File: config.mk
export PLATFORM = sky130hd
export DESIGN_NAME = spi_cmd_master
export DESIGN_NICKNAME = d
export VERILOG_FILES = /design/src/rtl/spi_cmd_master.sv
export SDC_FILE = /design/constraint.sdc
export NUM_CORES = 1
export LEC_CHECK = 0
export CORE_MARGIN = 2
export CORE_UTILIZATION = 33
export DETAILED_ROUTE_END_ITERATION = 8
export PLACE_DENSITY = 0.51
export SETUP_SLACK_MARGIN = 0.2
export SYNTH_ARGS = -nofsm -noshare
export SYNTH_HDL_FRONTEND = slang
export SYNTH_SLANG_ARGS = --single-unit
File: constraint.sdc
create_clock -name clk -period 2.5 [get_ports clk]
set_clock_uncertainty 0.2 [all_clocks]
set_input_delay 0.375 -clock clk [delete_from_list [all_inputs] [get_ports clk]]
set_output_delay 0.375 -clock clk [all_outputs]
set_load 0.05 [all_outputs]
File: src/rtl/spi_cmd_master.sv
// spi_cmd_master
//   Single-clock SPI master (mode 0, MSB first) for the 32-bit command/data
//   SPI slave. One transaction = one SS-low burst of two frames:
//   {24'h0, cmd} followed by the data frame (wdata for writes, MISO capture
//   for reads), then a few SCLK pulses with SS high so the slave returns to
//   idle.
//
// Ports
//   clk    system clock, rising edge
//   reset  synchronous, active-low
//   start  request a transaction (sampled only while idle)
//   cmd    1=wr DIN, 2=wr ADDR, 3=wr MISC, 4=rd MISC, 5=rd DOUT
//   wdata  write payload
//   busy   transaction in progress (through the done cycle)
//   done   one-cycle completion pulse
//   err    valid with done; unsupported cmd, no SPI activity took place
//   rdata  last read result (only cmd 4/5 update it)
//   SS     slave select, active low
//   SCLK   serial clock, idles low
//   MOSI   master out
//   MISO   slave out
module spi_cmd_master #(
  parameter int DATA_WIDTH = 32,
  parameter int CLK_DIV    = 4,
  parameter int TRAIL_CLKS = 2
) (
  input  logic                  clk,
  input  logic                  reset,
  input  logic                  start,
  input  logic [7:0]            cmd,
  input  logic [DATA_WIDTH-1:0] wdata,
  output logic                  busy,
  output logic                  done,
  output logic                  err,
  output logic [DATA_WIDTH-1:0] rdata,
  output logic                  SS,
  output logic                  SCLK,
  output logic                  MOSI,
  input  logic                  MISO
);

  localparam int DIVW = (CLK_DIV > 1) ? $clog2(CLK_DIV) : 1;
  localparam int TRW  = (TRAIL_CLKS > 1) ? $clog2(TRAIL_CLKS) : 1;
  localparam logic [DIVW-1:0] DIV_LAST   = DIVW'(CLK_DIV - 1);
  localparam logic [TRW-1:0]  TRAIL_LAST = TRW'(TRAIL_CLKS - 1);

  typedef enum logic [2:0] {IDLE, LEAD, SHIFT, HOLD, TRAIL, DONE} state_t;

  state_t                  state_q;
  logic [DIVW-1:0]         div_q;
  logic [TRW-1:0]          trail_q;
  logic [6:0]              edge_q;    // SCLK rising edges issued in SHIFT
  logic [2*DATA_WIDTH-1:0] sh_q;
  logic [DATA_WIDTH-1:0]   rx_q;
  logic                    rd_q;
  logic                    ss_q, sclk_q, mosi_q, busy_q, done_q, err_q;
  logic [DATA_WIDTH-1:0]   rdata_q;

  logic                    cmd_ok, cmd_rd, half_end;
  logic [2*DATA_WIDTH-1:0] lead_word;
  logic [DIVW-1:0]         div_d;

  assign cmd_ok   = (cmd >= 8'd1) && (cmd <= 8'd5);
  assign cmd_rd   = (cmd == 8'd4) || (cmd == 8'd5);
  assign half_end = (div_q == DIV_LAST);
  assign div_d    = half_end ? '0 : div_q + 1'b1;
  // Read commands send an all-zero data frame.
  assign lead_word = {{(DATA_WIDTH-8){1'b0}}, cmd,
                      (cmd_rd ? {DATA_WIDTH{1'b0}} : wdata)};

  always_ff @(posedge clk) begin
    if (!reset) begin
      state_q <= IDLE;
      div_q   <= '0;
      trail_q <= '0;
      edge_q  <= '0;
      sh_q    <= '0;
      rx_q    <= '0;
      rd_q    <= 1'b0;
      ss_q    <= 1'b1;
      sclk_q  <= 1'b0;
      mosi_q  <= 1'b0;
      busy_q  <= 1'b0;
      done_q  <= 1'b0;
      err_q   <= 1'b0;
      rdata_q <= '0;
    end else begin
      done_q <= 1'b0;
      case (state_q)
        IDLE: begin
          if (start) begin
            busy_q  <= 1'b1;
            rd_q    <= cmd_rd;
            div_q   <= '0;
            edge_q  <= '0;
            trail_q <= '0;
            if (cmd_ok) begin
              state_q <= LEAD;
              ss_q    <= 1'b0;
              sh_q    <= lead_word;
              mosi_q  <= lead_word[2*DATA_WIDTH-1];
            end else begin
              // Unsupported command: report straight away, bus untouched.
              state_q <= DONE;
              done_q  <= 1'b1;
              err_q   <= 1'b1;
            end
          end
        end

        LEAD: begin
          div_q <= div_d;
          if (half_end) begin
            state_q <= SHIFT;
            sclk_q  <= 1'b1;
            edge_q  <= 7'd1;
          end
        end

        SHIFT: begin
          div_q <= div_d;
          if (half_end) begin
            if (sclk_q) begin
              // Falling edge: advance MOSI; slave drove MISO on the last rise.
              sclk_q <= 1'b0;
              sh_q   <= sh_q << 1;
              mosi_q <= sh_q[2*DATA_WIDTH-2];
              if (rd_q && (edge_q >= 7'd33))
                rx_q <= {rx_q[DATA_WIDTH-2:0], MISO};
            end else if (edge_q == 7'd64) begin
              state_q <= HOLD;
            end else begin
              sclk_q <= 1'b1;
              edge_q <= edge_q + 7'd1;
            end
          end
        end

        HOLD: begin
          div_q <= div_d;
          if (half_end) begin
            state_q <= TRAIL;
            ss_q    <= 1'b1;
            sclk_q  <= 1'b1;
            mosi_q  <= 1'b0;
            trail_q <= '0;
          end
        end

        TRAIL: begin
          div_q <= div_d;
          if (half_end) begin
            if (sclk_q) begin
              sclk_q <= 1'b0;
            end else if (trail_q == TRAIL_LAST) begin
              state_q <= DONE;
              done_q  <= 1'b1;
              err_q   <= 1'b0;
              if (rd_q)
                rdata_q <= rx_q;
            end else begin
              sclk_q  <= 1'b1;
              trail_q <= trail_q + 1'b1;
            end
          end
        end

        DONE: begin
          state_q <= IDLE;
          busy_q  <= 1'b0;
          err_q   <= 1'b0;
        end

        default: state_q <= IDLE;
      endcase
    end
  end

  assign busy  = busy_q;
  assign done  = done_q;
  assign err   = err_q;
  assign rdata = rdata_q;
  assign SS    = ss_q;
  assign SCLK  = sclk_q;
  assign MOSI  = mosi_q;

endmodule

==> metrics.txt <==
sequential share of the synthesized area 48.8%; #FFs+latches synth 147; pin count of the biggest net entering global routing 65; nets 848; dominant cells by area after synthesis dfxtp_1 (49%), nand2_1 (8.3%), a211oi_2 (6.2%), a22oi_1 (4.0%), a21oi_1 (3.6%); Post-synth EDFFs 0; WL/cell 14.2 um; Max-slew headroom 51.1%; CTS H-tree depth 4; via/cell ratio 5.06; first-pass GRT wire length 25.0 mm; Port Buffers 81; CP endpoint kind flop; Ports 82; max_cap viols 0; Min-Delay Path Class primary input to flop; synth warn 0; antenna viol nets, final 0; main flop type after synthesis dfxtp_1; TNS Setup 0 ns; Hold-fix buffers, CTS 0; Routability Congestion 0.795; dpl hpwl 9.43 mm; fin crit period 2.24 ns; crit share post-route 89.5%; fraction of registers with async set/reset 0%; synthesized net count 750; PnR worst setup slack 0.262 ns; Syn Area/Cell 8.58 um2; DR pass1 iterations 4; Leak 2.85 nW; Crit Path Max Fanout 4; Worst VDD drop 485 uV; DRC viols 0; FMAX 447 MHz; worst path required time 2.61 ns; clock latency on the worst-skew pair 0.42 ns; Routed WL 14.8 mm; Total Power 5.42 mW; gr usage total 15.6%; fin util 45.3%; WHS 0.107 ns; Hold Fails Final Rpt 0; TritonCTS clock tree yes; Clock transition at path regs 0.06 ns; final instance area 8140 um2; Initial Util 33.5%; Filler Cells Inserted 1,727; die height 139 um; Core Area 18,000 um2; pre-CTS setup slack -0.511 ns; # rows 49; Setup crit start kind primary input; leading area contributor after synthesis dfxtp_1; CTS max path bufs 2; Layout area overhead 35.1%; drt first-iter violations 281; initial antenna violation count 0; status complete, no violations; total congestion overflow 0; layout cells sized above 1 17.2%; root buffer cell clkbuf_16; Cell Pwr Density 666 nW/um2; number of global-route vias before repair 5,175; RSZ-0062 raised after global routing false; worst slew pin tran 0.732 ns; number of diodes 0; Post-synth top cells dfxtp_1 (147), nand2_1 (134), nor2_1 (55); Cell Area, Synth 6020 um2; critical path arrival 2.34 ns; post-synthesis cell type count 49; Num CTS Buffers 17; Cells after DPL 993; Vias 5,274; Syn Inst Count 702; max-slew violations 0; CP Class primary input to flop; die width 139 um; Placed Area 7310 um2; DIE AREA 19,400 um2; fin cells 1,042; Synth top area share 48.8%; setup violators final 0; CTS Sinks 147; top-count cell post-synth dfxtp_1
[power breakdown]
part	switching [mW]	leakage, nW	total, mW	internal, mW
Combinational	0.284	1.37	0.511	0.226
Sequential	0.0431	1.19	2.42	2.38
Clock	1.05	0.285	2.49	1.45
Total	1.38	2.85	5.42	4.05
[cells in the final DEF (no fill, tap or decap), types with 3 or more instances in the layout]
master / n
clkdlybuf4s50_1: 75
o22ai_1: 23
nand2_1: 134
ha_1: 3
clkbuf_16: 17
mux2i_1: 10
nor3_1: 5
or3_1: 6
dfxtp_1: 143
inv_6: 4
a21oi_1: 43
o21ai_0: 41
a22oi_1: 32
nand2b_1: 3
a211o_1: 3
a211oi_1: 13
clkinv_2: 3
xnor2_1: 3
buf_6: 3
buf_16: 3
dfxtp_2: 4
nor2_1: 53
buf_12: 12
nand3_1: 40
a211oi_2: 30
buf_4: 43
inv_1: 9
[critical path, stage by stage]
cell,delay [ns]
clkdlybuf4s15_2,0.19
or4_4,0.51
a2111o_1,0.36
buf_4,0.16
buf_4,0.14
a221o_1,0.36
o41ai_1,0.25
[worst paths after layout]
path,startpoint,endpoint,slack [ns],cells past startpoint
hold reg to reg,rdata[21]$_SDFFE_PN0P_,rdata[21]$_SDFFE_PN0P_,0.25,2
setup reg to reg,div_q[0]$_SDFFE_PN0P_,edge_q[5]$_SDFFE_PN0P_,0.35,6
setup / recovery,cmd[5],MOSI$_SDFFE_PN0P_,0.26,7
hold / removal,reset,sh_q[60]$_SDFFE_PN0P_,0.11,3
[registers in the layout, indices dropped and copies added, names as in the netlist]
signal / flops
SS: 1
trail_q: 1
done: 1
SCLK: 1
div_q: 2
rx_q: 32
busy: 1
rd_q: 1
rdata: 32
edge_q: 7
MOSI: 1
state_q: 3
err: 1
sh_q: 63
[what timing repair did]
action                                  in CTS  in global routing
setup buffers                               13                  1
pin swaps                                   10                  2
gates resized for setup                     20                  6
endpoints found under the setup margin     129                132
gates cloned                                 3                  0
[area by class of cell]
cell class,count,area (um2),area share (%)
Sequential cell,147,2950,36.2
Multi-Input combinational cell,482,2810,34.5
Timing Repair Buffer,142,1480,18.2
Clock buffer,20,457,5.61
Tap cell,229,287,3.52
Clock inverter,12,119,1.46
Inverter,10,37.5,0.461
[cells by family (layout without fill, tap and decap cells)]
logic type | Yosys count | in the layout | share of synthesized area, %
AOI/OAI and AO/OA | 204 | 204 | 24.4
xor gates and xnor gates | 3 | 3 | 0.436
adders and majority gates | 4 | 4 | 0.831
buffers and inverters | 73 | 184 | 5.28
DFF | 147 | 147 | 48.8
muxes | 11 | 11 | 1.85
and+or+nand+nor | 260 | 260 | 18.4
[per-layer routing]
layer / routed length [um] / vias to the layer above / share of wire (%) / GRT usage, %
met1: 6950 / 2484 / 47 / 20.0
met4: 155 / 0 / 1.0 / 4.89
met2: 7120 / 94 / 48 / 26.1
li1: - / 2686 / - / -
met5: 0 / - / 0 / 0
met3: 558 / 10 / 3.8 / 3.80
Power figures use the tool's default switching activity.
